===== src/rtl/logic_axi4_stream_packet_arbiter.sv =====
// Packet-aware round-robin arbiter sharing one registered AXI4-Stream output among INPUTS requesters.
// Define LOGIC_AXI4_STREAM_PACKET_ARBITER_LOCK_EN to hold the grant until tlast; otherwise the grant is released every beat.
`ifndef LOGIC_AXI4_STREAM_TDATA_BYTES
`define LOGIC_AXI4_STREAM_TDATA_BYTES 4
`endif
`ifndef LOGIC_AXI4_STREAM_TDEST_WIDTH
`define LOGIC_AXI4_STREAM_TDEST_WIDTH 4
`endif
`ifndef LOGIC_AXI4_STREAM_TUSER_WIDTH
`define LOGIC_AXI4_STREAM_TUSER_WIDTH 1
`endif
`ifndef LOGIC_AXI4_STREAM_TID_WIDTH
`define LOGIC_AXI4_STREAM_TID_WIDTH 4
`endif

module logic_axi4_stream_packet_arbiter #(
  parameter int unsigned INPUTS      = 4,
  parameter int unsigned TDATA_BYTES = `LOGIC_AXI4_STREAM_TDATA_BYTES,
  parameter int unsigned TDEST_WIDTH = `LOGIC_AXI4_STREAM_TDEST_WIDTH,
  parameter int unsigned TUSER_WIDTH = `LOGIC_AXI4_STREAM_TUSER_WIDTH,
  parameter int unsigned TID_WIDTH   = `LOGIC_AXI4_STREAM_TID_WIDTH
) (
  input  logic                                    aclk,
  input  logic                                    areset_n,
  input  logic [INPUTS-1:0]                       rx_tvalid,
  output logic [INPUTS-1:0]                       rx_tready,
  input  logic [INPUTS-1:0]                       rx_tlast,
  input  logic [INPUTS-1:0][TDATA_BYTES-1:0][7:0] rx_tdata,
  input  logic [INPUTS-1:0][TDATA_BYTES-1:0]      rx_tstrb,
  input  logic [INPUTS-1:0][TDATA_BYTES-1:0]      rx_tkeep,
  input  logic [INPUTS-1:0][TDEST_WIDTH-1:0]      rx_tdest,
  input  logic [INPUTS-1:0][TUSER_WIDTH-1:0]      rx_tuser,
  input  logic [INPUTS-1:0][TID_WIDTH-1:0]        rx_tid,
  output logic                                    tx_tvalid,
  output logic                                    tx_tlast,
  output logic [TDATA_BYTES-1:0][7:0]             tx_tdata,
  output logic [TDATA_BYTES-1:0]                  tx_tstrb,
  output logic [TDATA_BYTES-1:0]                  tx_tkeep,
  output logic [TDEST_WIDTH-1:0]                  tx_tdest,
  output logic [TUSER_WIDTH-1:0]                  tx_tuser,
  output logic [TID_WIDTH-1:0]                    tx_tid,
  input  logic                                    tx_tready,
  output logic [$clog2(INPUTS)-1:0]               grant,
  output logic                                    busy
);

  localparam int unsigned GW = $clog2(INPUTS);

  typedef enum logic {
    IDLE,
    LOCKED
  } state_t;

  state_t                  state_q, state_d;
  logic [GW-1:0]           grant_q, grant_d;
  logic [GW-1:0]           ptr_q, ptr_d;
  logic [GW-1:0]           pick;
  logic                    lane_ready;
  logic                    load;
  logic                    release_grant;

  logic                    tx_tvalid_q, tx_tvalid_d;
  logic                    tx_tlast_q, tx_tlast_d;
  logic [TDATA_BYTES-1:0][7:0] tx_tdata_q, tx_tdata_d;
  logic [TDATA_BYTES-1:0]  tx_tstrb_q, tx_tstrb_d;
  logic [TDATA_BYTES-1:0]  tx_tkeep_q, tx_tkeep_d;
  logic [TDEST_WIDTH-1:0]  tx_tdest_q, tx_tdest_d;
  logic [TUSER_WIDTH-1:0]  tx_tuser_q, tx_tuser_d;
  logic [TID_WIDTH-1:0]    tx_tid_q, tx_tid_d;

  // First valid requester at or after ptr_q, wrapping modulo INPUTS.
  always_comb begin
    logic [GW:0] idx;
    logic        found;
    pick  = ptr_q;
    found = 1'b0;
    for (int unsigned off = 0; off < INPUTS; off++) begin
      idx = {1'b0, ptr_q} + (GW+1)'(off);
      if (idx >= (GW+1)'(INPUTS)) idx = idx - (GW+1)'(INPUTS);
      if (!found && rx_tvalid[idx[GW-1:0]]) begin
        pick  = idx[GW-1:0];
        found = 1'b1;
      end
    end
  end

  assign lane_ready = (state_q == LOCKED) && (!tx_tvalid_q || tx_tready);
  assign load       = lane_ready && rx_tvalid[grant_q];

`ifdef LOGIC_AXI4_STREAM_PACKET_ARBITER_LOCK_EN
  assign release_grant = rx_tlast[grant_q];
`else
  assign release_grant = 1'b1;
`endif

  always_comb begin
    rx_tready          = '0;
    rx_tready[grant_q] = lane_ready;
  end

  always_comb begin
    state_d = state_q;
    grant_d = grant_q;
    ptr_d   = ptr_q;
    case (state_q)
      IDLE: begin
        if (|rx_tvalid) begin
          grant_d = pick;
          state_d = LOCKED;
        end
      end
      LOCKED: begin
        if (load && release_grant) begin
          state_d = IDLE;
          ptr_d   = (grant_q == GW'(INPUTS-1)) ? '0 : grant_q + 1'b1;
        end
      end
    endcase
  end

  // The output stage drains independently of the arbitration state.
  always_comb begin
    tx_tvalid_d = tx_tvalid_q;
    tx_tlast_d  = tx_tlast_q;
    tx_tdata_d  = tx_tdata_q;
    tx_tstrb_d  = tx_tstrb_q;
    tx_tkeep_d  = tx_tkeep_q;
    tx_tdest_d  = tx_tdest_q;
    tx_tuser_d  = tx_tuser_q;
    tx_tid_d    = tx_tid_q;
    if (load) begin
      tx_tvalid_d = 1'b1;
      tx_tlast_d  = rx_tlast[grant_q];
      tx_tdata_d  = rx_tdata[grant_q];
      tx_tstrb_d  = rx_tstrb[grant_q];
      tx_tkeep_d  = rx_tkeep[grant_q];
      tx_tdest_d  = rx_tdest[grant_q];
      tx_tuser_d  = rx_tuser[grant_q];
      tx_tid_d    = rx_tid[grant_q];
    end else if (tx_tready) begin
      tx_tvalid_d = 1'b0;
    end
  end

  always_ff @(posedge aclk or negedge areset_n) begin
    if (!areset_n) begin
      state_q     <= IDLE;
      grant_q     <= '0;
      ptr_q       <= '0;
      tx_tvalid_q <= 1'b0;
      tx_tlast_q  <= 1'b0;
      tx_tdata_q  <= '0;
      tx_tstrb_q  <= '0;
      tx_tkeep_q  <= '0;
      tx_tdest_q  <= '0;
      tx_tuser_q  <= '0;
      tx_tid_q    <= '0;
    end else begin
      state_q     <= state_d;
      grant_q     <= grant_d;
      ptr_q       <= ptr_d;
      tx_tvalid_q <= tx_tvalid_d;
      tx_tlast_q  <= tx_tlast_d;
      tx_tdata_q  <= tx_tdata_d;
      tx_tstrb_q  <= tx_tstrb_d;
      tx_tkeep_q  <= tx_tkeep_d;
      tx_tdest_q  <= tx_tdest_d;
      tx_tuser_q  <= tx_tuser_d;
      tx_tid_q    <= tx_tid_d;
    end
  end

  assign tx_tvalid = tx_tvalid_q;
  assign tx_tlast  = tx_tlast_q;
  assign tx_tdata  = tx_tdata_q;
  assign tx_tstrb  = tx_tstrb_q;
  assign tx_tkeep  = tx_tkeep_q;
  assign tx_tdest  = tx_tdest_q;
  assign tx_tuser  = tx_tuser_q;
  assign tx_tid    = tx_tid_q;
  assign grant     = grant_q;
  assign busy      = (state_q == LOCKED);

endmodule


===== config.mk =====
export PLATFORM = sky130hd
export DESIGN_NAME = logic_axi4_stream_packet_arbiter
export DESIGN_NICKNAME = d
export VERILOG_FILES = /design/src/rtl/logic_axi4_stream_packet_arbiter.sv
export SDC_FILE = /design/constraint.sdc
export NUM_CORES = 1
export LEC_CHECK = 0
export CAP_MARGIN = 25
export CORE_ASPECT_RATIO = 0.5
export CORE_MARGIN = 1.5
export CORE_UTILIZATION = 30
export DETAILED_ROUTE_END_ITERATION = 6
export GPL_TIMING_DRIVEN = 0
export HOLD_SLACK_MARGIN = 0.06
export PLACE_DENSITY = 0.81
export RECOVER_POWER = 100
export SKIP_CTS_REPAIR_TIMING = 1
export SYNTH_ARGS = -nofsm -noshare
export SYNTH_HDL_FRONTEND = slang
export SYNTH_SLANG_ARGS = --single-unit
export TNS_END_PERCENT = 20

===== constraint.sdc =====
create_clock -name aclk -period 1.8 [get_ports aclk]
set_input_delay 0.36 -clock aclk [delete_from_list [all_inputs] [get_ports aclk]]
set_output_delay 0.36 -clock aclk [all_outputs]
set_load 0.01 [all_outputs]

==> results.md <==
- Commonest non-fill, non-tap cells in the layout: 206 x clkdlybuf4s50_1, 55 x dfrtp_1, 51 x mux4_2
- TritonCTS buffer count: 5
- PortBufs: 263
- Worst-path clk slew: around 0.07 ns
- Global-route wire length before repair: 18,690 µm
- Kind of critical path: flop to flop
- Root Buffer: clkbuf_16
- Top_reg_cell synth: dfrtp_1
- Sw Pwr: ~0.0033 W
- Syn Nets: ~430
- RSZ-0062 raised after global routing: yes
- Slew @ Worst Pin: 1.323 ns
- Met1 usage: 0.2614
- Largest net degree at the start of global routing: 35
- Final worst slack: -0.1141 ns
- Initial antenna violation count: 0
- Clock sinks: 56
- Gpl congestion: ~0.77
- DP HPWL: 10,470 µm
- Pwr Density: between 1000 and 1500 nW/µm²
- Cell count after synthesis: approximately 220
- Gate power share: 0.658
- H-tree depth: 2
- Gr busiest metal: met2
- Critical path peak fanout: 8
- Setup slack, reg-to-reg: -0.11 ns
- YS warnings: 0
- Critical R2R Capture: tx_tdata[25]$_DFFE_PN0P_
- CTS tree: yes
- Peak supply drop: between 0.7 and 0.8 mV
- Clk_lat worst skew: around 0.3 ns
- Tot Pwr: around 0.0098 W
- Finished Cell Area: between 6000 and 7000 µm²
- Synth top area share: 0.3986
- Met3 usage: 0.04235
- I/O pin count: about 270
- Setup TNS Final: -4.473 ns
- Switch share: 0.3411
- DRC: 0
- Final Hold Vio Count: 0
- Synth Cell Area: roughly 3500 µm²
- Clock Tree Buf Depth: 2
- Setup Skew: a little over 0.005 ns
- EDFF count, synth: 0
- Leakage: 2.742 nW
- Hold WS: between 0.3 and 0.4 ns
- Avg WL per Cell: 19.96 µm
- FF-to-FF Start: grant[0]$_DFFE_PN0P_
- Post-route minimum period: around 1.9 ns
- Die H: roughly 80 µm
- # fillers: between 800 and 900
- Seq/Total Area, Yosys: 0.3986
- Period utilization: 1.063
- Area growth syn-to-layout: 94.02%
- Fin nets: about 710
- M2 GR Usage: 0.3551
- Fin. max-slew vios: 0
- Max Cap Viol: 0
- Share of layout cells above drive strength 1: 0.2948
- Total track usage: 0.2024
- Status: finished, violations left
- Largest cells by area after synthesis: dfrtp_1 40%, mux4_2 33%, mux2_2 16%
- Grt ovf: 0
- Placed Instance Area: roughly 6400 µm²
- Req. time, crit path: roughly 2.0 ns
- Internal power: roughly 0.0064 W
- Worst R2R Path Depth: 6
- Area leader, netlist: dfrtp_1
- CP arrival: approximately 2.1 ns
- FF+latch count, synth: 56
- Vias in the first global route: roughly 3,300
- Count of cell types in the netlist: 28
- Total number of vias: about 3,200
- Die area: approximately 12,000 µm²
- Critical path startpoint category: flop
- Die W: about 160 µm
- Via density: between 4 and 5
- Drt initial violations: around 190
- Clock power frac: 0.105
- Hold WC Path Type: input port to async pin
- Core area: approximately 11,000 µm²
- Most common library cell in the layout ignoring fill and taps: clkdlybuf4s50_1
- Violated checks: setup timing
- Post-route ant nets: 0
- Drt total wl: approximately 13,000 µm
- Fmax: roughly 0.52 GHz
- Register share of total power: 0.237
- Inserted Diodes: 0
- Rel. slew slack: 0.1179
- CP endpoint kind: flop
- Final setup fails: 53
- Starting density of the core: 0.3135
- Mapped Avg Cell Area: about 16 µm²
- First drt pass iteration count: 4
- Async set-or-reset flop fraction in the synthesized netlist: 1.000
- Site row count: 27
- Final Util: 0.6082
[Yosys cell counts, types with 3 or more instances]
master / count
dfrtp_1: 56
mux4_2: 51
mux2_2: 49
clkbuf_1: 7
buf_2: 5
buf_6: 5
and3_1: 4
ha_1: 4
nor2b_1: 4
inv_1: 3
mux2_1: 3
nand2_1: 3
nor2_1: 3
[layer usage]
layer,share of wire,vias up
met1,0.42,1686
met3,0.041,16
met5,0,-
met2,0.52,80
met4,0.014,0
li1,-,1450
[through the flow]
| stage | setup slack (ns) | instances |
|---|---|---|
| 6_report | -0.1141 | 661 |
| 5_1_grt | -0.1866 | 661 |
| 4_1_cts | -1.109 | 646 |
| 3_5_place_dp | -0.7808 | 638 |
| 3_3_place_gp | -1.568 | 637 |
| 2_1_floorplan | -0.06825 | 215 |
[registers in the layout, indices dropped and copies added, names as in the netlist]
signal / count
tx_tid: 4
tx_tvalid: 1
grant: 2
tx_tuser: 1
busy: 1
ptr_q: 2
tx_tlast: 1
tx_tstrb: 4
tx_tdata: 32
tx_tdest: 4
tx_tkeep: 4
[cells by family after synthesis]
group | after synthesis | share of synthesized area
compound gates | 12 | 0.02314
simple gates | 18 | 0.03203
mux | 104 | 0.4961
fa+ha+maj | 4 | 0.01424
flops | 56 | 0.3986
buf+inv | 21 | 0.03594
[how the worst max path moves through the flow]
stage / slack (ns) / from / endpoint / cells after the start
after global placement: -1.57 / areset_n / tx_tdata[19]$_DFFE_PN0P_ / 1
after floorplan: -0.07 / grant[0]$_DFFE_PN0P_ / ptr_q[1]$_DFFE_PN0P_ / 5
after detailed placement: -0.78 / grant[1]$_DFFE_PN0P_ / rx_tready[0] / 6
after global routing: -0.19 / grant[0]$_DFFE_PN0P_ / tx_tdata[19]$_DFFE_PN0P_ / 5
after CTS: -1.11 / grant[1]$_DFFE_PN0P_ / rx_tready[0] / 6
final: -0.11 / grant[0]$_DFFE_PN0P_ / tx_tdata[25]$_DFFE_PN0P_ / 6
[critical path, stage by stage (launching register included)]
cell	delay (ns)
dfrtp_1	0.37
buf_6	0.14
mux4_2	0.54
buf_4	0.17
nand3_4	0.11
buf_4	0.14
mux2_2	0.33
[power by group through the flow]
stage	clock [W]	sequential, W	combinational [W]
after floorplan	0	0.00260	0.00306
after global placement	0	0.00230	0.00583
after detailed placement	0	0.00234	0.00591
after CTS	0.00105	0.00232	0.00592
after global routing	0.00111	0.00241	0.00686
final	0.00103	0.00232	0.00644
[area by class of cell]
| type | count | area, µm² | share of cell area |
|---|---|---|---|
| Timing Repair Buffer | 278 | 2779 | 0.4074 |
| Multi-Input combinational cell | 139 | 2087 | 0.3059 |
| Sequential cell | 56 | 1403 | 0.2056 |
| Tap cell | 159 | 198.9 | 0.02916 |
| Buffer | 18 | 175.2 | 0.02568 |
| Clock buffer | 7 | 142.6 | 0.02091 |
| Inverter | 3 | 28.78 | 0.004219 |
| Clock inverter | 1 | 7.507 | 0.001101 |
(Power assumes the default switching activity.)
